==> config.mk <==
export PLATFORM = sky130hd
export DESIGN_NAME = wr_buf_burst_ctrl
export DESIGN_NICKNAME = d
export VERILOG_FILES = /design/src/rtl/wr_buf_burst_ctrl.sv
export SDC_FILE = /design/constraint.sdc
export NUM_CORES = 1
export LEC_CHECK = 0
export ABC_AREA = 1
export CELL_PAD_IN_SITES_DETAIL_PLACEMENT = 1
export CELL_PAD_IN_SITES_GLOBAL_PLACEMENT = 1
export CORE_UTILIZATION = 35
export CTS_BUF_LIST = sky130_fd_sc_hd__clkbuf_8 sky130_fd_sc_hd__clkbuf_16
export DETAILED_ROUTE_END_ITERATION = 6
export PLACE_DENSITY = 0.88
export SYNTH_ARGS = -nofsm -noshare
export SYNTH_HDL_FRONTEND = slang
export SYNTH_SLANG_ARGS = --single-unit
==> constraint.sdc <==
create_clock -name rd_clk -period 2.1 [get_ports rd_clk]
set_input_delay 0.525 -clock rd_clk [delete_from_list [all_inputs] [get_ports rd_clk]]
set_output_delay 0.525 -clock rd_clk [all_outputs]
set_load 0.01 [all_outputs]
==> src/rtl/wr_buf_burst_ctrl.sv <==
// rtl/wr_buf_burst_ctrl.sv - drains filled write-buffer halves as DDR write bursts across rotating frame stores
// Optional sticky overflow flag enabled by defining WR_BUF_CTRL_OVF_EN.
module wr_buf_burst_ctrl #(
    parameter int          RD_ADDR_WIDTH = 8,
    parameter int          DATA_WIDTH    = 128,
    parameter int          BURST_LEN     = 128,
    parameter int          ADDR_WIDTH    = 28,
    parameter logic [63:0] BASE_ADDR     = 64'd0,
    parameter logic [31:0] FRAME_STRIDE  = 32'h0020_0000,
    parameter int          FRAME_BURSTS  = 900,
    parameter int          FB_NUM        = 2
) (
    input  logic                     rd_clk,
    input  logic                     rd_rst,
    input  logic                     half_rdy,
    input  logic                     frame_start,
    output logic [RD_ADDR_WIDTH-1:0] rd_addr,
    input  logic [DATA_WIDTH-1:0]    rd_data,
    output logic                     awvalid,
    input  logic                     awready,
    output logic [ADDR_WIDTH-1:0]    awaddr,
    output logic [7:0]               awlen,
    output logic                     wvalid,
    input  logic                     wready,
    output logic [DATA_WIDTH-1:0]    wdata,
    output logic                     wlast,
    output logic                     frame_done,
    output logic [1:0]               wr_frame_idx,
    output logic                     ovf
);

    localparam int BC_W = (FRAME_BURSTS > 1) ? $clog2(FRAME_BURSTS) : 1;
    localparam int RC_W = $clog2(BURST_LEN + 1);

    localparam logic [1:0] S_IDLE = 2'd0;
    localparam logic [1:0] S_AW   = 2'd1;
    localparam logic [1:0] S_DATA = 2'd2;

    logic [1:0]            state;
    logic [1:0]            pending;
    logic                  half;
    logic                  resync;
    logic [BC_W-1:0]       burst_cnt;
    logic [RC_W-1:0]       rd_cnt;
    logic [7:0]            beat_cnt;
    logic                  rd_pend;
    logic                  skid_vld;
    logic [DATA_WIDTH-1:0] skid_data;

    logic                  w_hs;
    logic                  last_hs;
    logic                  in_burst;
    logic                  issue;
    logic                  inc;
    logic                  out_free;
    logic [1:0]            fill;
    logic [ADDR_WIDTH-1:0] next_awaddr;

    assign awlen = 8'(BURST_LEN - 1);
    assign wlast = wvalid && (beat_cnt == 8'(BURST_LEN - 1));

    always_comb begin
        w_hs     = wvalid && wready;
        last_hs  = w_hs && wlast;
        in_burst = (state == S_AW && awready) || (state == S_DATA);
        out_free = !wvalid || wready;
        inc      = half_rdy && (pending != 2'd2);
        // Entries held or on their way: output register, skid register, read in flight.
        fill     = {1'b0, wvalid} + {1'b0, skid_vld} + {1'b0, rd_pend};
        issue    = in_burst && (rd_cnt != RC_W'(BURST_LEN)) &&
                   ((fill < 2'd2) || (fill == 2'd2 && w_hs));
        next_awaddr = ADDR_WIDTH'(BASE_ADDR
                    + 64'(wr_frame_idx) * 64'(FRAME_STRIDE)
                    + 64'(burst_cnt) * 64'(BURST_LEN * (DATA_WIDTH / 8)));
    end

    always_ff @(posedge rd_clk) begin
        if (rd_rst) begin
            state        <= S_IDLE;
            pending      <= 2'd0;
            half         <= 1'b0;
            resync       <= 1'b0;
            burst_cnt    <= '0;
            rd_cnt       <= '0;
            rd_addr      <= '0;
            awvalid      <= 1'b0;
            awaddr       <= ADDR_WIDTH'(BASE_ADDR);
            frame_done   <= 1'b0;
            wr_frame_idx <= 2'd0;
        end else begin
            frame_done <= 1'b0;
            case (state)
                S_IDLE: begin
                    if (resync) begin
                        burst_cnt <= '0;
                        half      <= 1'b0;
                    end else if (pending != 2'd0) begin
                        state   <= S_AW;
                        awvalid <= 1'b1;
                        awaddr  <= next_awaddr;
                        rd_addr <= half ? RD_ADDR_WIDTH'(BURST_LEN) : '0;
                        rd_cnt  <= '0;
                    end
                end
                S_AW: begin
                    if (awready) begin
                        awvalid <= 1'b0;
                        state   <= S_DATA;
                    end
                end
                S_DATA: begin
                    if (last_hs) begin
                        state <= S_IDLE;
                        half  <= ~half;
                        if (burst_cnt == BC_W'(FRAME_BURSTS - 1)) begin
                            burst_cnt    <= '0;
                            frame_done   <= 1'b1;
                            wr_frame_idx <= (wr_frame_idx == 2'(FB_NUM - 1)) ? 2'd0 : wr_frame_idx + 2'd1;
                        end else begin
                            burst_cnt <= burst_cnt + BC_W'(1);
                        end
                    end
                end
                default: state <= S_IDLE;
            endcase

            if (issue) begin
                rd_addr <= rd_addr + RD_ADDR_WIDTH'(1);
                rd_cnt  <= rd_cnt + RC_W'(1);
            end

            if (frame_start)
                resync <= 1'b1;
            else if (state == S_IDLE)
                resync <= 1'b0;

            // A resync discards queued halves; only one arriving in the same cycle survives.
            if (state == S_IDLE && resync)
                pending <= {1'b0, half_rdy};
            else if (inc && !last_hs)
                pending <= pending + 2'd1;
            else if (!inc && last_hs)
                pending <= pending - 2'd1;
        end
    end

    always_ff @(posedge rd_clk) begin
        if (rd_rst) begin
            rd_pend   <= 1'b0;
            wvalid    <= 1'b0;
            wdata     <= '0;
            skid_vld  <= 1'b0;
            skid_data <= '0;
            beat_cnt  <= 8'd0;
        end else begin
            rd_pend <= issue;
            if (out_free) begin
                if (skid_vld) begin
                    wdata    <= skid_data;
                    wvalid   <= 1'b1;
                    skid_vld <= rd_pend;
                    if (rd_pend)
                        skid_data <= rd_data;
                end else if (rd_pend) begin
                    wdata  <= rd_data;
                    wvalid <= 1'b1;
                end else begin
                    wvalid <= 1'b0;
                end
            end else if (rd_pend) begin
                skid_data <= rd_data;
                skid_vld  <= 1'b1;
            end
            if (w_hs)
                beat_cnt <= last_hs ? 8'd0 : beat_cnt + 8'd1;
        end
    end

`ifdef WR_BUF_CTRL_OVF_EN
    always_ff @(posedge rd_clk) begin
        if (rd_rst)
            ovf <= 1'b0;
        else if (half_rdy && pending == 2'd2)
            ovf <= 1'b1;
    end
`else
    assign ovf = 1'b0;
`endif

endmodule

==> results of run 1 <==
flip-flops by register name, summed over array words and instances, names as in the netlist, 8 cells and up:
register / flops
rd_cnt: 8
wdata: 128
burst_cnt: 10
awaddr: 12
rd_addr: 8
skid_data: 128
beat_cnt: 8
cell usage after synthesis (3+ instances only):
cell type,count
nand3_1,46
nand4_1,8
buf_4,27
buf_2,57
o21ai_1,43
a21oi_1,41
o21ai_0,245
nand3_2,4
nor2_4,3
ha_1,7
inv_1,46
nand2_1,328
dfxtp_1,315
clkbuf_1,61
xor2_1,3
a31oi_1,129
nor2_1,305
inv_2,6
per-stage QoR:
stage | util | total power [mW] | hold WS [ns] | setup TNS, ns | area [um^2]
2_1_floorplan | - | 7.24 | 0.423 | 0 | 12800
3_3_place_gp | 0.456 | 8.22 | 0.458 | -14.80 | 16300
3_5_place_dp | 0.456 | 8.29 | 0.471 | -25.18 | 16300
4_1_cts | 0.489 | 14.4 | 0.482 | 0 | 17400
5_1_grt | 0.489 | 14.8 | 0.502 | -0.0105 | 17500
6_report | 0.490 | 14.2 | 0.481 | 0 | 17500
cell type report:
class                      count  share of cell area
sequential                   315               0.362
multi-input combinational   1207               0.321
timing repair buffer         345               0.206
clock buffer                  44              0.0579
tap                          461              0.0330
inverter                      52              0.0118
clock inverter                19             0.00745
antenna                        2            0.000287
power breakdown:
| group | switching (mW) | internal, mW | total [mW] |
|---|---|---|---|
| clock | 2.52 | 3.53 | 6.05 |
| combinational | 0.877 | 0.896 | 1.77 |
| sequential | 0.177 | 6.23 | 6.41 |
logic make-up after synthesis:
group | Yosys count
other cells | 2
flops | 315
xor+xnor | 5
fa+ha+maj | 8
buf+inv | 200
compound gates | 466
simple gates | 703
metal layers:
metal	vias to the layer above	share of wire	GRT usage	wire length (um)
li1	6136	-	-	-
met1	6361	0.40	0.262	17700
met2	352	0.51	0.432	22800
met3	78	0.071	0.0693	3200
met4	6	0.025	0.0778	1100
met5	-	0.00085	0	38
worst max-delay path, delay by kind of cell (launching register included):
family,cells,cell delay [ns]
buffers and inverters,1,0.17
AND/OR/NAND/NOR,2,0.44
flip-flops,1,0.38
layout by cell type, fill, tap and decap left out, types with 34 or more instances in the layout:
cell and n:
inv_1 56, a21oi_1 41, nor2_1 304, clkdlybuf4s50_1 285
o21ai_0 245, dfxtp_1 309, buf_4 34, nand3_1 45
nand2_1 327, a31oi_1 129, clkbuf_16 36, o21ai_1 43
what timing repair did:
action | in CTS | in global routing
buffers inserted | 1 | 0
setup endpoints to repair | 2 | 5
gates resized for setup | 12 | 5
pin swaps | 1 | 2
worst min-delay path by stage:
stage	from	endpoint	cells after the start
finish	skid_data[8]$_SDFFE_PP0P_	wdata[8]$_SDFFE_PP0P_	2
global route	wr_frame_idx[1]$_SDFFE_PP0P_	wr_frame_idx[1]$_SDFFE_PP0P_	2
CTS	skid_data[125]$_SDFFE_PP0P_	wdata[125]$_SDFFE_PP0P_	2
detailed placement	skid_data[7]$_SDFFE_PP0P_	wdata[7]$_SDFFE_PP0P_	2
global placement	wr_frame_idx[1]$_SDFFE_PP0P_	wr_frame_idx[1]$_SDFFE_PP0P_	2
floorplan	half$_SDFFE_PP0P_	half$_SDFFE_PP0P_	1
==> summary.txt, run 1 <==
Status
  – Status: complete, but fails checks
  – Failing checks: DRC

Global routing
  – First-pass GRT wire length: 70.4 mm
  – Initial antenna violation count: 5
  – Largest net degree at the start of global routing: between 100 and 150
  – Vias in the first global route: 13900
  – GRT Overall Usage: 0.237
  – Total gr overflow: 0

Worst setup path
  – CP Capture Type: output pin
  – CP required: between 1.5 and 2 ns
  – Maximum fanout along the worst path: 3
  – Max stage delay on crit path: approximately 0.38 ns
  – CP Data Arrival Time: 1.49 ns
  – Startpoint types: flop
  – Worst r2r src: wvalid$_SDFFE_PP0N_
  – Cell Chain, Critical Path: nand2_1 > nor4_4 > buf_2
  – Worst R2R End: rd_cnt[1]$_SDFFE_PP0P_
  – Kind of critical path: reg2out
  – R2R Setup Slk: 0.15 ns
  – CP endpoint: wlast
  – Slowest cell on crit path: dfxtp_1
  – R2R depth: 10
  – CP startpoint: beat_cnt[3]$_SDFFE_PP0N_

Placement
  – HPWL Detailed: ~29 mm
  – Gp weighted congestion: 0.831
  – Dpl ws: -0.275 ns
  – I/O Buffers: ~290
  – Cells after DPL: ~2400

Clock tree
  – TritonCTS clock tree: yes
  – H-tree level count: 2
  – CTS Root Cell: clkbuf_16
  – Hold_buf cts: 0
  – Clock transition at path regs: 0.06 ns
  – CTS buffer count: 36
  – Clk sinks: between 300 and 400
  – Clk buf depth: 3
  – Worst-Skew Late Latency: around 0.52 ns

Power
  – Worst vdd ir: approximately 540 uV
  – Pwr dens: roughly 820 nW/um^2
  – Pleak: between 7 and 8 nW

Timing
  – Max frequency: between 400 and 500 MHz
  – Post-route minimum period: 2.02 ns
  – Worst-Margin Slew: between 0.6 and 0.7 ns
  – Worst setup margin: 0.0805 ns
  – Clk_skew: around 0.021 ns
  – Fin crit share: 0.962
  – Worst rel slew slack: 0.564
  – Setup-failing EPs final: 0
  – Final Hold Vio Count: 0
  – Fin. max-slew vios: 0

Logic synthesis
  – Area share of the largest cell type after synthesis: 0.496
  – Synth cell types: 35
  – Largest family of logic cells by synthesized area: simple AND/OR/NAND/NOR gates
  – Mux cell area share after synthesis: 0
  – Synth Register Bits: 315
  – Syn Std Cell Area: roughly 13000 um^2
  – Main synth FF type: dfxtp_1
  – Synth Area in Compound Gates: 0.199
  – Leading area contributor after synthesis: dfxtp_1
  – Count of yosys warnings during synthesis: 0
  – Synth Area in XOR/XNOR: 0.00345
  – Largest cells by area after synthesis: dfxtp_1, nand2_1, o21ai_0
  – Synth Area in Simple Gates: 0.219
  – Asr flop ratio synth: 0
  – Syn_area_per_cell: 7.48 um^2
  – Post-Synth Adder-Cell Area: 0.00847
  – Mapped Cells: between 1500 and 2000
  – Post-synth EDFFs: 0
  – Seq/Total Area, Yosys: 0.496

Die
  – Initial core utilization: 0.356
  – Die X: ~190 um
  – Ports: between 300 and 400
  – Core box area: ~36000 um^2
  – Die area: 37100 um^2
  – Die Y: 193 um
  – Site Rows: 69

Final layout
  – Multi-input logic area: roughly 5600 um^2
  – Fill cells: roughly 4300
  – Area grow syn2layout: 37.4%
  – Non-filler instance count after layout: between 2000 and 2500
  – Share of layout cells above drive strength 1: 0.0727
  – Reg area: between 6000 and 7000 um^2
  – Final nets: approximately 2100

Routing
  – Routed wire length: roughly 45 mm
  – Drt drc: 48
  – DR vias: between 10000 and 15000
  – Via density: roughly 5.3
  – TritonRoute pass-1 iters: 7
  – WL/cell: ~18 um
  – Drt first-iter violations: about 700
  – Routed Antenna Nets: 0

Min path
  – Worst Hold Class: reg2reg

Run
  – Max cap viols: 0
Note: power is estimated with default switching activity, not from simulation.
==> inputs of run 2 (changes only) <==
Settings changed: SLEW_MARGIN set to 0.
==> results of run 2 <==
Final layout, timing and power as in run 1 (identical DEF).
